`src/rtl/dsp_pkg.sv`:
```
`timescale 1ns/1ps
// ---------------------------------------------------------------------------
// dsp_pkg
// Shared constants for the DSP subtraction pipeline.
//   DSP_WIDTH   : default difference / subtrahend width (minuend is one wider)
//   PIPE_STAGES : number of register slices between operand input and result
//   UFLOW_CNT_W : width of the saturating underflow event counter
// ---------------------------------------------------------------------------
package dsp_pkg;
    localparam int DSP_WIDTH   = 18;
    localparam int PIPE_STAGES = 3;
    localparam int UFLOW_CNT_W = 16;
endpackage

```
`src/rtl/dsp_pipe_stage.sv`:
```
`timescale 1ns/1ps
// ---------------------------------------------------------------------------
// dsp_pipe_stage
// One valid/ready register slice. The slice loads when it is empty or when
// its current content is taken downstream in the same cycle, so bubbles
// collapse and a full pipeline still moves one item per cycle.
// Ports:
//   clk, rst_n         : clock, asynchronous active-low reset
//   in_valid_i/ready_o : upstream handshake
//   in_data_i          : upstream payload (DW bits)
//   out_valid_o/ready_i: downstream handshake
//   out_data_o         : registered payload, held while stalled, 0 in reset
// ---------------------------------------------------------------------------
module dsp_pipe_stage #(
    parameter int DW = 8
) (
    input  logic          clk,
    input  logic          rst_n,
    input  logic          in_valid_i,
    output logic          in_ready_o,
    input  logic [DW-1:0] in_data_i,
    output logic          out_valid_o,
    input  logic          out_ready_i,
    output logic [DW-1:0] out_data_o
);
    logic          valid_q, valid_d;
    logic [DW-1:0] data_q, data_d;

    assign in_ready_o  = !valid_q || out_ready_i;
    assign out_valid_o = valid_q;
    assign out_data_o  = data_q;

    always_comb begin
        valid_d = valid_q;
        data_d  = data_q;
        if (in_ready_o) begin
            valid_d = in_valid_i;
            if (in_valid_i) begin
                data_d = in_data_i;
            end
        end
    end

    always_ff @(posedge clk or negedge rst_n) begin
        if (!rst_n) begin
            valid_q <= 1'b0;
            data_q  <= '0;
        end else begin
            valid_q <= valid_d;
            data_q  <= data_d;
        end
    end
endmodule

```
`src/rtl/dsp_subtraction.sv`:
```
`timescale 1ns/1ps
// ---------------------------------------------------------------------------
// dsp_subtraction
// Three-stage pipelined subtractor shaped for a DSP48 slice:
//   S1 operand register (A/B), S2 difference register (M/C), S3 output (P).
// diff = minuend - subtrahend with underflow/overflow flags, optional clamp,
// and a saturating count of delivered underflow results.
// Ports:
//   clk, rst_n            : clock, asynchronous active-low reset
//   in_valid, in_ready    : operand handshake
//   minuend [WIDTH:0]     : unsigned minuend (one bit wider than the result)
//   subtrahend [WIDTH-1:0]: unsigned subtrahend
//   out_valid, out_ready  : result handshake
//   diff, underflow, overflow : result and range flags
//   uflow_cnt             : delivered-underflow count, sticks at all-ones
//   cnt_clr               : synchronous clear of uflow_cnt (beats increment)
// ---------------------------------------------------------------------------
module dsp_subtraction
    import dsp_pkg::*;
#(
    parameter int WIDTH    = DSP_WIDTH,
    parameter bit SATURATE = 1'b0
) (
    input  logic                   clk,
    input  logic                   rst_n,
    input  logic                   in_valid,
    output logic                   in_ready,
    input  logic [WIDTH:0]         minuend,
    input  logic [WIDTH-1:0]       subtrahend,
    output logic                   out_valid,
    input  logic                   out_ready,
    output logic [WIDTH-1:0]       diff,
    output logic                   underflow,
    output logic                   overflow,
    output logic [UFLOW_CNT_W-1:0] uflow_cnt,
    input  logic                   cnt_clr
);
    localparam int S1_W = 2 * WIDTH + 1;
    localparam int S2_W = WIDTH + 2;
    localparam int S3_W = WIDTH + 2;

    // Holds in_ready low until the first clock edge after reset release.
    logic alive_q;

    logic            s1_in_ready, s1_valid, s2_in_ready, s2_valid, s3_in_ready, s3_valid;
    logic [S1_W-1:0] s1_data;
    logic [S2_W-1:0] s2_in_data, s2_data;
    logic [S3_W-1:0] s3_in_data, s3_data;

    always_ff @(posedge clk or negedge rst_n) begin
        if (!rst_n) begin
            alive_q <= 1'b0;
        end else begin
            alive_q <= 1'b1;
        end
    end

    assign in_ready = alive_q && s1_in_ready;

    dsp_pipe_stage #(.DW(S1_W)) u_s1 (
        .clk         (clk),
        .rst_n       (rst_n),
        .in_valid_i  (in_valid && alive_q),
        .in_ready_o  (s1_in_ready),
        .in_data_i   ({minuend, subtrahend}),
        .out_valid_o (s1_valid),
        .out_ready_i (s2_in_ready),
        .out_data_o  (s1_data)
    );

    // Both operands zero-extended to WIDTH+2 so the sign bit of the result
    // is a clean underflow indicator; this is the only arithmetic between
    // S1 and S2 so it folds into the DSP pre-adder/ALU.
    assign s2_in_data = {1'b0, s1_data[S1_W-1:WIDTH]} - {2'b00, s1_data[WIDTH-1:0]};

    dsp_pipe_stage #(.DW(S2_W)) u_s2 (
        .clk         (clk),
        .rst_n       (rst_n),
        .in_valid_i  (s1_valid),
        .in_ready_o  (s2_in_ready),
        .in_data_i   (s2_in_data),
        .out_valid_o (s2_valid),
        .out_ready_i (s3_in_ready),
        .out_data_o  (s2_data)
    );

    // Range classification and optional clamp on the registered difference.
    logic             s2_neg, s2_ovf;
    logic [WIDTH-1:0] s2_res;

    always_comb begin
        s2_neg = s2_data[WIDTH+1];
        s2_ovf = !s2_data[WIDTH+1] && s2_data[WIDTH];
        s2_res = s2_data[WIDTH-1:0];
        if (SATURATE) begin
            if (s2_neg) begin
                s2_res = '0;
            end else if (s2_ovf) begin
                s2_res = '1;
            end
        end
    end

    assign s3_in_data = {s2_neg, s2_ovf, s2_res};

    dsp_pipe_stage #(.DW(S3_W)) u_s3 (
        .clk         (clk),
        .rst_n       (rst_n),
        .in_valid_i  (s2_valid),
        .in_ready_o  (s3_in_ready),
        .in_data_i   (s3_in_data),
        .out_valid_o (s3_valid),
        .out_ready_i (out_ready),
        .out_data_o  (s3_data)
    );

    assign out_valid = s3_valid;
    assign underflow = s3_data[WIDTH+1];
    assign overflow  = s3_data[WIDTH];
    assign diff      = s3_data[WIDTH-1:0];

    logic [UFLOW_CNT_W-1:0] cnt_q, cnt_d;

    always_comb begin
        cnt_d = cnt_q;
        if (cnt_clr) begin
            cnt_d = '0;
        end else if (s3_valid && out_ready && underflow && (cnt_q != '1)) begin
            cnt_d = cnt_q + 1'b1;
        end
    end

    always_ff @(posedge clk or negedge rst_n) begin
        if (!rst_n) begin
            cnt_q <= '0;
        end else begin
            cnt_q <= cnt_d;
        end
    end

    assign uflow_cnt = cnt_q;
endmodule

```
`config.mk`:
```
export PLATFORM = sky130hd
export DESIGN_NAME = dsp_subtraction
export DESIGN_NICKNAME = d
export VERILOG_FILES = /design/src/rtl/dsp_pkg.sv /design/src/rtl/dsp_pipe_stage.sv /design/src/rtl/dsp_subtraction.sv
export SDC_FILE = /design/constraint.sdc
export NUM_CORES = 1
export LEC_CHECK = 0
export BUFFER_PORTS_ARGS = -buffer_cell sky130_fd_sc_hd__clkbuf_2
export CORE_AREA = 2 2 108 110
export DETAILED_ROUTE_END_ITERATION = 12
export DIE_AREA = 0 0 110 112
export MAX_ROUTING_LAYER = met4
export PLACE_DENSITY_LB_ADDON = 0.15
export SETUP_SLACK_MARGIN = 0.02
export SYNTH_ARGS = -nofsm -noshare
export SYNTH_HDL_FRONTEND = slang
export SYNTH_SLANG_ARGS = --single-unit
```
`constraint.sdc`:
```
create_clock -name clk -period 4.55 [get_ports clk]
set_input_delay 0.6825 -clock clk [delete_from_list [all_inputs] [get_ports clk]]
set_output_delay 0.6825 -clock clk [all_outputs]
set_load 0.01 [all_outputs]
```
==> metrics.cfg <==
[die]
core_um2 = 11200
start_util = 0.439
io_pins = 80
dieHeight_um = 112
rows = 39
dieArea_um2 = 12300
fp.dieW_um = 110

[clock_tree]
holdBufCountCts = 0
cts_tree = yes
cts_buffer_depth = 2
clkLatencyLatePin_ps = 340
cts.sinks = 97
post_cts_buffers = 0
root_buffer = clkbuf_16
clkSlewWorstSetupHoldPaths_ps = 70
cts_resized = 0
h-tree-depth = 3
cts_buffers = 9

[sta]
setup_tns_ps = 0
relSlewSlack = 0.206
hold_violations = 0
setup_viol = 0
finalMaxSlewViolations = 0
period_needed_ps = 2430
holdWs_ps = 401
tightest_slew_ps = 1190
final.period_utilization = 0.534
clock_skew_ps = 6.21
max_freq_mhz = 412
rsz0062_at_grt = no

[grt]
grt_pass1_wl_um = 16100
grtUsageTotal = 0.171
overflow = 0
grt_pass1_vias = 3384
grt_max_degree = 61
antenna_found_initial = 0

[detailed_routing]
vias_per_cell = 5.15
num_vias = 3404
antenna_left = 0
wirelength_um = 9520
route.detailed.drc = 0
wl_per_cell_um = 14.4
first_iter_violations = 156
first_pass_iters = 5

[yosys]
ys_seq_area_frac = 0.494
ys_top_cells_by_area = dfrtp_1 (49%), mux2_2 (10%), ha_1 (4.8%), nand2_1 (3.6%), mux2_1 (2.8%)
yosysWarnings = 0
synth_area_um2 = 4910
synth-edff-count = 0
synthTopCellsByCount = dfrtp_1 (97), nand2_1 (47), mux2_2 (44)
synth.avg_cell_area_um2 = 11.2
ys_ff_latch = 97
yosysTopAreaCellShare = 0.494
syn_nets = 499
yosys.area.top_type = dfrtp_1
yosysUniqueCellTypes = 62
ys.flop_type = dfrtp_1
synthArstFlopShare = 1.00
synth.most_common_cell = dfrtp_1
synth_cells = 437

[run]
max_cap_violations = 0

[power_and_ir_drop]
power_mw = 2.86
vdd.ir_drop.worst_mv = 0.192
power.density_nw_per_um2 = 502
p_leak_nw = 2.68

[placed_design]
portBuffers = 79
dpl.hpwl_um = 7020
gp_congestion = 0.866

[final_layout]
drive_gt1_frac = 0.309
fill_cells = 1033
syn_to_final_growth_pct = 16.2
num_antenna_cells = 0
final_nets = 575

[critical_path]
cp.arrival_ps = 2650
worst-endpoint-required_ps = 4770
startpoint_type = register
critical_path_class = register to register
critPathMaxFanout = 5
critPathCaptureType = register

[min_path]
hold_class = primary input to async pin

[status]
status = completed

[critical path, stage by stage (launching register included)]
cell and delay (ps):
dfrtp_1 390, ha_1 250, fa_1 410, nand2b_1 190, a21oi_2 220, o21ai_2 150, a21oi_2 210, a311oi_1 100
or3_1 400
[layer usage]
layer | up-vias | global-route usage | part of all wire
met5 | - | - | 0
met4 | 0 | 0.0633 | 0.016
met3 | 11 | 0.0281 | 0.036
met2 | 72 | 0.243 | 0.45
met1 | 1633 | 0.245 | 0.50
li1 | 1688 | - | -
[flip-flops by register name, summed over array words and instances (netlist names)]
signal / count
u_s1.out_valid_o: 1
u_s3.out_data_o: 20
alive_q: 1
u_s2.out_data_o: 20
u_s1.out_data_o: 37
u_s2.out_valid_o: 1
u_s3.out_valid_o: 1
uflow_cnt: 16
[per-stage QoR]
step           cell area (um^2)  utilization  setup slack [ps]  cells
2_1_floorplan              4910            -              2330    437
3_3_place_gp               5400        0.483              2030    645
3_5_place_dp               5400        0.483              1990    645
4_1_cts                    5710        0.511              2120    661
5_1_grt                    5710        0.511              1960    661
6_report                   5710        0.511              2120    661
[final timing paths]
| check | slack [ps] | startpoint | cells past startpoint | end |
|---|---|---|---|---|
| max in group asynchronous | 3150 | rst_n | 2 | u_s1.out_data_o[26] |
| min in group clk | 480 | u_s2.out_data_o[4] | 2 | u_s2.out_data_o[4] |
| setup / recovery | 2120 | u_s1.out_data_o[0] | 8 | u_s2.out_data_o[12] |
| setup reg to reg | 2120 | u_s1.out_data_o[0] | 8 | u_s2.out_data_o[12] |
| hold / removal | 400 | rst_n | 1 | uflow_cnt[5] |
| hold reg to reg | 480 | u_s2.out_data_o[4] | 2 | u_s2.out_data_o[4] |
[where the power goes]
| group | switching (mW) | internal [mW] |
|---|---|---|
| registers | 0.131 | 1.08 |
| clock network | 0.348 | 0.437 |
| logic | 0.465 | 0.405 |
| total | 0.944 | 1.92 |
[cell type report]
cell class / count / area, um^2 / share of cell area
clock buffers: 9 / 225 / 0.0395
repair buffers: 81 / 413 / 0.0724
clock inverters: 7 / 83.8 / 0.0147
flip-flops and latches: 97 / 2430 / 0.425
inverters: 22 / 82.6 / 0.0145
multi-input cells: 302 / 2300 / 0.402
well taps: 143 / 179 / 0.0314
[layout by cell type (no fill, tap or decap), types with 6 or more instances in the layout]
| cell | count |
|---|---|
| mux2_2 | 44 |
| nand3_1 | 13 |
| mux2_1 | 12 |
| inv_1 | 22 |
| xor2_1 | 15 |
| o21a_1 | 6 |
| o21ai_0 | 18 |
| clkbuf_2 | 78 |
| xnor2_1 | 9 |
| nand2b_1 | 9 |
| ha_1 | 19 |
| nand2_1 | 47 |
| a21oi_1 | 13 |
| nor2_1 | 25 |
| clkbuf_16 | 9 |
| o21ai_1 | 6 |
| dfrtp_1 | 97 |
| o31ai_1 | 6 |
[logic make-up (layout without fill, tap and decap cells)]
group	count (synthesis)	in the layout	share of synthesized area
simple gates	122	122	0.124
flops	97	97	0.494
compound gates	79	79	0.119
mux	56	56	0.128
buf+inv	38	119	0.0380
xor+xnor	24	24	0.0428
fa+ha+maj	20	20	0.0525
other cells	1	1	0.000764
Note: power is estimated with default switching activity, not from simulation.
